File: src/rtl/pulse_encoder_banked.sv
// Maps random bytes to one-hot pulse channels and packs the per-cycle state symbols into banked words.
// Optional macro BANK_MARKER_EN replaces each bank-final word with the running bank count.
module pulse_encoder_banked #(
  parameter int unsigned NUM_CH  = 6,
  parameter int unsigned STATE_W = 3,
  parameter int unsigned WORD_W  = 32,
  parameter int unsigned ADDR_W  = 16,
  parameter int unsigned BANK_AW = 14
) (
  input  logic                        clk,
  input  logic                        rst,
  input  logic                        enable_signal,
  input  logic [7:0]                  i_data,
  input  logic [NUM_CH*8-1:0]         thr,
  output logic [NUM_CH-1:0]           pulses,
  output logic [WORD_W-1:0]           SD_data,
  output logic [ADDR_W-1:0]           adr_reg,
  output logic [ADDR_W-BANK_AW-1:0]   cpy_en,
  output logic                        save_data_pulse
);

  localparam int unsigned SPW    = WORD_W / STATE_W;
  localparam int unsigned SLOT_W = (SPW > 1) ? $clog2(SPW) : 1;
  localparam int unsigned BANK_W = ADDR_W - BANK_AW;
  localparam logic [STATE_W-1:0] VACUUM    = '1;
  localparam logic [SLOT_W-1:0]  LAST_SLOT = SLOT_W'(SPW - 1);

  logic [NUM_CH-1:0]  r_pulses;
  logic [WORD_W-1:0]  r_sd;
  logic [WORD_W-1:0]  r_buf;
  logic [ADDR_W-1:0]  r_adr;
  logic [BANK_W-1:0]  r_cpy;
  logic               r_save;
  logic [SLOT_W-1:0]  r_slot;
  logic [31:0]        r_bank_count;

  logic [STATE_W-1:0] w_state;
  logic [NUM_CH-1:0]  w_onehot;
  logic [WORD_W-1:0]  w_word;
  logic [WORD_W-1:0]  w_out;
  logic [BANK_AW-1:0] w_adr_low;
  logic               w_bank_final;
  logic               w_last;

  // Lowest channel whose threshold exceeds the sample wins; none matching gives the vacuum symbol.
  always_comb begin
    w_state  = VACUUM;
    w_onehot = '0;
    for (int k = int'(NUM_CH) - 1; k >= 0; k--) begin
      if (i_data < thr[8*k +: 8]) begin
        w_state     = STATE_W'(k + 1);
        w_onehot    = '0;
        w_onehot[k] = 1'b1;
      end
    end
  end

  // Word under assembly including this cycle's symbol; slot 0 starts from a clean buffer.
  always_comb begin
    w_word = (r_slot == '0) ? '0 : r_buf;
    for (int s = 0; s < int'(SPW); s++) begin
      if (r_slot == SLOT_W'(s)) begin
        w_word[STATE_W*s +: STATE_W] = w_state;
      end
    end
  end

  // Address the finishing word carries, used to spot the last word of a bank.
  always_comb begin
    w_adr_low    = (r_slot == '0) ? (r_adr[BANK_AW-1:0] + BANK_AW'(1)) : r_adr[BANK_AW-1:0];
    w_bank_final = &w_adr_low;
    w_last       = (r_slot == LAST_SLOT);
`ifdef BANK_MARKER_EN
    w_out        = w_bank_final ? WORD_W'(r_bank_count) : w_word;
`else
    w_out        = w_word;
`endif
  end

  always_ff @(posedge clk) begin
    if (!rst) begin
      r_pulses     <= '0;
      r_sd         <= '0;
      r_buf        <= '0;
      r_adr        <= '0;
      r_cpy        <= '0;
      r_save       <= 1'b0;
      r_slot       <= '0;
      r_bank_count <= '0;
    end else begin
      r_save <= 1'b0;
      if (enable_signal) begin
        r_pulses <= w_onehot;
        r_buf    <= w_word;
        if (r_slot == '0) begin
          r_adr <= r_adr + ADDR_W'(1);
        end
        if (w_last) begin
          r_slot <= '0;
          r_sd   <= w_out;
          r_save <= 1'b1;
          if (w_bank_final) begin
            r_cpy        <= r_cpy + BANK_W'(1);
            r_bank_count <= r_bank_count + 32'd1;
          end
        end else begin
          r_slot <= r_slot + SLOT_W'(1);
        end
      end else begin
        r_pulses <= '0;
      end
    end
  end

  assign pulses          = r_pulses;
  assign SD_data         = r_sd;
  assign adr_reg         = r_adr;
  assign cpy_en          = r_cpy;
  assign save_data_pulse = r_save;

endmodule

File: config.mk
export PLATFORM = sky130hd
export DESIGN_NAME = pulse_encoder_banked
export DESIGN_NICKNAME = d
export VERILOG_FILES = /design/src/rtl/pulse_encoder_banked.sv
export SDC_FILE = /design/constraint.sdc
export NUM_CORES = 1
export LEC_CHECK = 0
export BUFFER_PORTS_ARGS = -buffer_cell sky130_fd_sc_hd__buf_2
export CORE_MARGIN = 5
export CORE_UTILIZATION = 35
export CTS_CLUSTER_DIAMETER = 200
export DETAILED_ROUTE_END_ITERATION = 8
export SLEW_MARGIN = 20
export SYNTH_ARGS = -nofsm -noshare
export SYNTH_HDL_FRONTEND = slang
export SYNTH_SLANG_ARGS = --single-unit
File: constraint.sdc
create_clock -name clk -period 5.3 [get_ports clk]
set_input_delay 0.53 -clock clk [delete_from_list [all_inputs] [get_ports clk]]
set_output_delay 0.53 -clock clk [all_outputs]
set_load 0.01 [all_outputs]
==> run metrics, run 1 <==
outcome=finished, final reports clean; max cap viols=0; Hold WC Path Type=reg -> reg; slowest cell delay on critical path=700 ps; Worst EP arrival=2930 ps; TritonCTS clock tree=done; period utilisation layout=50.2%; synthesized area per cell=8.20 sq um; synth top area cells=dfxtp_1 (38%), ha_1 (11%), nand2_1 (6.8%); Seq/Total Area, Yosys=37.6%; FMAX=0.376 GHz; Post-CTS Setup Bufs=0; most frequent cells in the layout=buf_2 (115), dfxtp_1 (90), nand2_1 (87); first-pass iteration count of the detailed router=5; I/O Buffers=115; crit-path cells=and2_1, and3_2, nand3_1, or2_2, o31ai_1, a41o_1; Die ar.=16100 sq um; Clock Sinks=90; Avg WL per Cell=14.9 microns; largest net degree at the start of global routing=45; met1 GRT Util=21.4%; flops & latches, synth=90; Final ANT Viol Nets=0; Relative slew margins=51.4%; Rows=42; residual DRC count=0; setup_tns=0 ps; cts repair resizes=0; Die X=127 microns; Startpoint Class=flip-flop; crit-path max FO=29; Multi-input gate area=2670 sq um; P per Cell Area=266 nW/um^2; gr busiest metal=met2; Worst-path clk slew=60 ps; Synth Instances=584; Ports=116; Netlist cell types=56; Synthesized Nets=686; Global Route met2 Usage=25.7%; share of post-route cells with drive strength above 1=22.0%; fill cell count=1359; Final HPWL DP=9.61 mm; max FFs per register=32; DR iter-0 viols=219; Initial Util=35.9%; global-route wire length before repair=21.2 mm; Setup violations, final=0; RSZ-0062 raised after global routing=false; Final WS setup=2640 ps; Vias=4403; Post-Route WL=12.9 mm; Post-synth EDFFs=0; yosys warns=0; slowest library cell on the worst path=dfxtp_1; clock buffer count from CTS=9; Area Growth Syn to Fin=20.2%; vias in the first global route=4389; Tot GR Track Use=15.7%; Final Hold Fails=0; fin. max-slew vios=0; Clock Path Buffers=2; Core ar.=13300 sq um; diode count=0; Yosys top cell area share=37.6%; Main synth FF type=dfxtp_1; grt met3 use=3.15%; clock root cell=clkbuf_16; Routability Congestion=0.878; leading cell type in the layout, fill and taps excluded=buf_2; Setup Skew=7.88 ps; Synth async-reset ratio=0%; Peak VDD IR=196 uV; area of the mapped netlist=4790 sq um; worst path required time=5570 ps; initial antenna violation count=0; worst skew pair latency=330 ps; number of nets in the layout=783; CTS H-tree depth=3; Hold Buf Count CTS=0; Slew @ Worst Pin=729 ps; die height=127 microns; Sequential Area=1800 sq um; Placement Setup Slack=2230 ps; Lkg Pwr=0.00260 uW; CP endpoint kind=flip-flop; kind of critical path=reg -> reg; min cycle time layout=2660 ps; gr ovfl total=0; Vias/cell=5.11; Synth area leader=dfxtp_1
## area by class of cell
class / instances / area share [%]
inverter: 45 / 2.94
clock inverter: 4 / 0.892
clock buffer: 12 / 4.29
sequential: 90 / 31.3
timing repair buffer: 118 / 10.4
multi-input combinational: 417 / 46.3
tap: 176 / 3.83
## critical path, delay by kind of cell (launching register included)
kind	cells	cell delay, ps
compound gates	2	360
simple gates	4	1540
flops	1	700
## power by group
group | switching (uW) | internal (uW)
sequential | 11.7 | 684
clock | 258 | 379
combinational | 120 | 75.3
## path summary, 6_finish.rpt
path / start / end / slack, ps / depth (start not counted)
max reg2reg: r_slot[0] / cpy_en[0] / 2640 / 6
min: SD_data[17] / SD_data[17] / 450 / 2
max: r_slot[0] / cpy_en[0] / 2640 / 6
min reg2reg: SD_data[17] / SD_data[17] / 450 / 2
## per-stage QoR
stage                     hold slack (ps)  instances  total power (uW)  cell area (sq um)  util [%]
final                                 453        862              1530               5750      43.1
after global routing                  476        862              1600               5750      43.1
after CTS                             455        862              1540               5750      43.1
after detailed placement              446        846               906               5450      40.9
after global placement                445        846               898               5450      40.9
after floorplan                       427        584               841               4790         -
## routing by layer
metal / vias to the layer above / part of all wire (%)
met5: - / 0
met4: 0 / 0.98
met3: 13 / 4.5
met2: 95 / 47
met1: 2065 / 48
li1: 2230 / -
## synth_stat cells (6+ instances only)
cell      count
a21oi_1      55
a32oi_1       6
and2_1        7
and3_1        8
buf_2         7
clkbuf_1     17
dfxtp_1      90
ha_1         43
inv_1        45
nand2_1      87
nand3_1      34
nand4_1      12
nor2_1       45
nor3_1        7
o21ai_0      13
o21ai_1       8
xnor2_1       7
xor2_1       12
## cells by family after synthesis
kind of cell,share of synthesized area (%)
xor gates and xnor gates,3.48
adders and majority gates,11.2
and+or+nand+nor,23.7
buffers and inverters,6.72
AOI/OAI and AO/OA,17.3
DFF,37.6
(Power assumes the default switching activity.)
==> inputs of run 2 (changes only) <==
Clock period 5.3 ns to 2.6 ns, I/O delays scaled along.
==> run 2 against run 1 <==
  * Power is 110% higher
  * Fmax is 27% higher
  * First-iteration DRC count is 3.2% lower
  * Sequential power is 100% higher
  * Sequential share of layout area is 0.39 points lower
  * Final cell count is 1.0% higher
  * Design area is 1.3% higher
  * Register-to-register slack worse by 2100 ps
  * Via count is 0.93% higher
  * Critical path type unchanged
==> run metrics, run 2 (synthesized netlist as in run 1, its figures left out) <==
outcome=finished, final reports clean; number of nets in the layout=792 (+1.1%); first-pass iteration count of the detailed router=4 (-1); fin. max-slew vios=0 (unchanged); Area Growth Syn to Fin=21.7%; Setup violations, final=0 (unchanged); share of post-route cells with drive strength above 1=23.2% (+1.2 points); Flop pwr share=44.9% (-0.6 points); Hold Path Depth=3 (+1); Final Hold Fails=0 (unchanged); Hold WC Path Type=in -> reg; Final HPWL DP=9.61 mm (about the same); worst path required time=2860 ps (-2710 ps); CTS H-tree depth=3 (unchanged); Ports=116 (unchanged); Clock Sinks=90 (unchanged); Initial Util=35.9% (unchanged); Tot GR Track Use=15.3% (-0.40 points); Worst EP arrival=2360 ps (-570 ps); kind of critical path=reg -> reg; TritonCTS clock tree=done; Die ar.=16100 sq um (unchanged); Core ar.=13300 sq um (unchanged); clock buffer count from CTS=9 (unchanged); DR iter-0 viols=212 (-3.2%); Die X=127 microns (unchanged); Area after DPL=5520 sq um (+1.2%); period utilisation layout=80.7% (+31 points); fill cell count=1334 (-1.8%); Final Cell Area=5820 sq um (+1.3%); Rows=42 (unchanged); Final WS setup=503 ps (-2140 ps); gr ovfl total=0 (unchanged); leading cell type in the layout, fill and taps excluded=buf_2; sw frac=26.3% (+0.74 points); Startpoint Class=flip-flop; Post-Route WL=12.6 mm (-2.2%); diode count=0 (unchanged); combinational power share=13.4% (+0.6 points); Lkg Pwr=0.00265 uW (+1.8%); Post-CTS Setup Bufs=0 (unchanged); FMAX=0.477 GHz (+27%); vias in the first global route=4277 (-2.6%); clock root cell=clkbuf_16; Slew @ Worst Pin=882 ps (+154 ps); Worst-path clk slew=70 ps (about the same); Hold Buf Count CTS=0 (unchanged); Routability Congestion=0.860 (-2.0%); RSZ-0062 raised after global routing=false; P per Cell Area=539 nW/um^2 (+100%); Placement Setup Slack=165 ps (-2060 ps); I/O Buffers=115 (unchanged); residual DRC count=0 (unchanged); most frequent cells in the layout=buf_2 (115), dfxtp_1 (90), nand2_1 (87); max cap viols=0 (unchanged); Vias/cell=5.10 (-0.11%); initial antenna violation count=0 (unchanged); Placed Cells=855 (+1.1%); largest net degree at the start of global routing=54 (+20%); R2R depth=5 (-1); Setup Skew=9.97 ps (+2.09 ps); P_int=2310 uW (+100%); die height=127 microns (unchanged); Avg WL per Cell=14.5 microns (-3.2%); final cell count without fillers=871 (+1.0%); CP endpoint kind=flip-flop; min cycle time layout=2100 ps (-561 ps); clock share of power=41.7% (about the same); Vias=4444 (+0.93%); global-route wire length before repair=20.7 mm (-2.4%); max FFs per register=32 (unchanged); Relative slew margins=41.1% (-10 points); NetSw=824 uW (+110%); setup_tns=0 ps (unchanged); worst skew pair latency=340 ps (about the same); cts repair resizes=0 (unchanged); Clock Path Buffers=2 (unchanged); Peak VDD IR=347 uV (+77%); Final ANT Viol Nets=0 (unchanged); crit-path max FO=16 (-45%)
[run 2: power by group through the flow]
stage	Sequential (uW)	Combinational [uW]	Clock (uW)
2_1_floorplan	1440	275	0
3_3_place_gp	1440	406	0
3_5_place_dp	1440	421	0
4_1_cts	1410	422	1340
5_1_grt	1410	475	1400
6_report	1410	420	1310
[run 2: layout make-up]
cell class                 instances  area (sq um)  area share, %
tap                              176           220           3.78
clock buffer                       9           225           3.87
timing repair buffer             127           666           11.4
sequential                        90          1800           30.9
clock inverter                     7          78.8           1.35
multi-input combinational        417          2660           45.7
inverter                          45           169           2.90
[run 2: per-stage QoR]
stage / power (uW) / util, % / hold WS [ps]
after global placement: 1850 / 41.4 / 446
after floorplan: 1710 / - / 427
after detailed placement: 1860 / 41.4 / 447
after CTS: 3170 / 43.6 / 312
final: 3140 / 43.6 / 325
after global routing: 3280 / 43.6 / 347
[run 2: worst paths after layout]
path            startpoint     endpoint  slack (ps)
min reg2reg      r_buf[20]  SD_data[20]         450
max reg2reg      r_slot[2]  adr_reg[14]         500
min          enable_signal    pulses[0]         330
max              r_slot[2]  adr_reg[14]         500
[run 2: worst max-delay path, stage by stage (launching register included)]
cell	delay (ps)
dfxtp_1	480
or4b_1	720
nor2_8	240
nand3_2	120
or3_1	320
a21oi_1	140
[run 2: per-layer routing]
layer / wire length [microns] / GRT usage (%)
met5: 0 / 0
met4: 159 / 3.91
met3: 466 / 2.44
met2: 5960 / 25.3
met1: 6010 / 21.0
==> inputs of run 3 (changes only) <==
Clock period 2.6 ns to 1.9 ns, I/O delays scaled along.
==> run 3 against run 2 <==
  * Via count increased by 2.9%
  * Critical path type unchanged
  * Register-to-register slack worse by 430 ps
  * Design area up 8.3%
==> run metrics, run 3 (synthesized netlist as in run 1, its figures left out) <==
kind of critical path=reg -> reg; Slew @ Worst Pin=509 ps (-373 ps); Clock Path Buffers=2 (unchanged); max FFs per register=32 (unchanged); clock share of power=41.7% (about the same); initial antenna violation count=1 (+1); max cap viols=0 (unchanged); Sequential Area=1810 sq um (+0.62%); Area after DPL=5920 sq um (+7.2%); worst skew pair latency=340 ps (about the same); period utilisation layout=96.1% (+15 points); clock root cell=clkbuf_16; Final ANT Viol Nets=0 (unchanged); number of nets in the layout=840 (+6.1%); Clock Sinks=90 (unchanged); Vias/cell=4.98 (-2.5%); Placed Cells=900 (+5.3%); residual DRC count=0 (unchanged); DR iter-0 viols=212 (unchanged); P per Cell Area=717 nW/um^2 (+33%); Rows=42 (unchanged); Die X=127 microns (unchanged); fill cell count=1310 (-1.8%); Worst-path clk slew=60 ps (about the same); Tot GR Track Use=16.5% (+1.2 points); Peak VDD IR=744 uV (+110%); CTS H-tree depth=3 (unchanged); Avg WL per Cell=14.7 microns (+1.5%); Lkg Pwr=0.00291 uW (+9.8%); NetSw=1150 uW (+39%); final cell count without fillers=919 (+5.5%); Multi-input gate area=2750 sq um (+3.1%); most frequent cells in the layout=buf_2 (115), nand2_1 (86), dfxtp_1 (81); first-pass iteration count of the detailed router=4 (unchanged); P_int=3370 uW (+46%); outcome=finished, final reports clean; I/O Buffers=115 (unchanged); fin. max-slew vios=0 (unchanged); leading cell type in the layout, fill and taps excluded=buf_2; global-route wire length before repair=21.9 mm (+5.8%); post-layout util=47.3% (+3.6 points); vias in the first global route=4579 (+7.1%); RSZ-0062 raised after global routing=true; Core ar.=13300 sq um (unchanged); sw frac=25.3% (-0.93 points); combinational power share=15.6% (+2.2 points); Routability Congestion=0.841 (-2.3%); Flop pwr share=42.7% (-2.2 points); Hold Buf Count CTS=0 (unchanged); Startpoint Class=flip-flop; clock buffer count from CTS=9 (unchanged); Die ar.=16100 sq um (unchanged); Relative slew margins=66.0% (+25 points); FMAX=0.548 GHz (+15%); Post-Route WL=13.5 mm (+7.1%); Vias=4573 (+2.9%); gr ovfl total=0 (unchanged); largest net degree at the start of global routing=33 (-39%); min cycle time layout=1830 ps (-272 ps); Initial Util=35.9% (unchanged); Final Hold Fails=0 (unchanged); Ports=116 (unchanged); CP endpoint kind=flip-flop; die height=127 microns (unchanged); TritonCTS clock tree=done; Setup Skew=5.23 ps (-4.73 ps); worst path required time=2130 ps (-730 ps); Final Cell Area=6310 sq um (+8.3%); Final HPWL DP=10.3 mm (+7.4%); Hold WC Path Type=in -> reg; crit-path max FO=4 (-12); Worst EP arrival=2060 ps (-300 ps); Area Growth Syn to Fin=31.8%; Setup violations, final=0 (unchanged); share of post-route cells with drive strength above 1=30.9% (+7.7 points); hold slack=218 ps (-107 ps)
==> run 3: cell type report <==
class	count	share of cell area, %
multi-input combinational	417	43.5
clock buffer	9	3.57
antenna	1	0.0397
sequential	90	28.7
inverter	45	2.68
timing repair buffer	175	16.5
tap	176	3.49
clock inverter	6	1.47
==> run 3: per-stage QoR <==
| stage | setup WS, ps | power, uW | setup TNS [ps] |
|---|---|---|---|
| 2_1_floorplan | 5.06 | 2360 | 0 |
| 3_3_place_gp | -345 | 2640 | -8180 |
| 3_5_place_dp | -328 | 2660 | -7920 |
| 4_1_cts | 3.09 | 4560 | 0 |
| 5_1_grt | -11.2 | 4730 | -27.8 |
| 6_report | 74.8 | 4520 | 0 |
==> run 3: repair_timing <==
action / CTS / global route
gates cloned: 0 / 0
buffers inserted: 0 / 3
gates resized for setup: 1 / 13
pin swaps: 0 / 7
endpoints found under the setup margin: 2 / 16
==> run 3: metal layers <==
layer	part of all wire, %	track usage [%]	vias to the layer above	wire, microns
met3	5.1	4.20	13	684
met5	0	0	-	0
met4	1.1	4.61	0	148
met1	46	21.1	2129	6190
li1	-	-	2337	-
met2	48	27.7	94	6470
==> run 3: critical path: stages, from the launching register on <==
cell and delay, ps:
dfxtp_2 320, and4_4 250, and2_4 170, nand3_2 70, xor2_1 140, or4_4 520, a41o_1 240
==> run 3: path summary, 6_finish.rpt <==
path | from | to | slack (ps) | depth (start not counted)
max | adr_reg[2] | cpy_en[1] | 70 | 6
max reg2reg | adr_reg[2] | cpy_en[1] | 70 | 6
min reg2reg | SD_data[17] | SD_data[17] | 450 | 2
min | enable_signal | r_buf[6] | 220 | 3
==> run 3: power by group through the flow <==
stage | sequential (uW) | clock [uW] | combinational [uW]
global placement | 1970 | 0 | 668
floorplan | 1970 | 0 | 390
detailed placement | 1970 | 0 | 685
CTS | 1930 | 1940 | 690
finish | 1930 | 1890 | 704
global route | 1930 | 2010 | 788
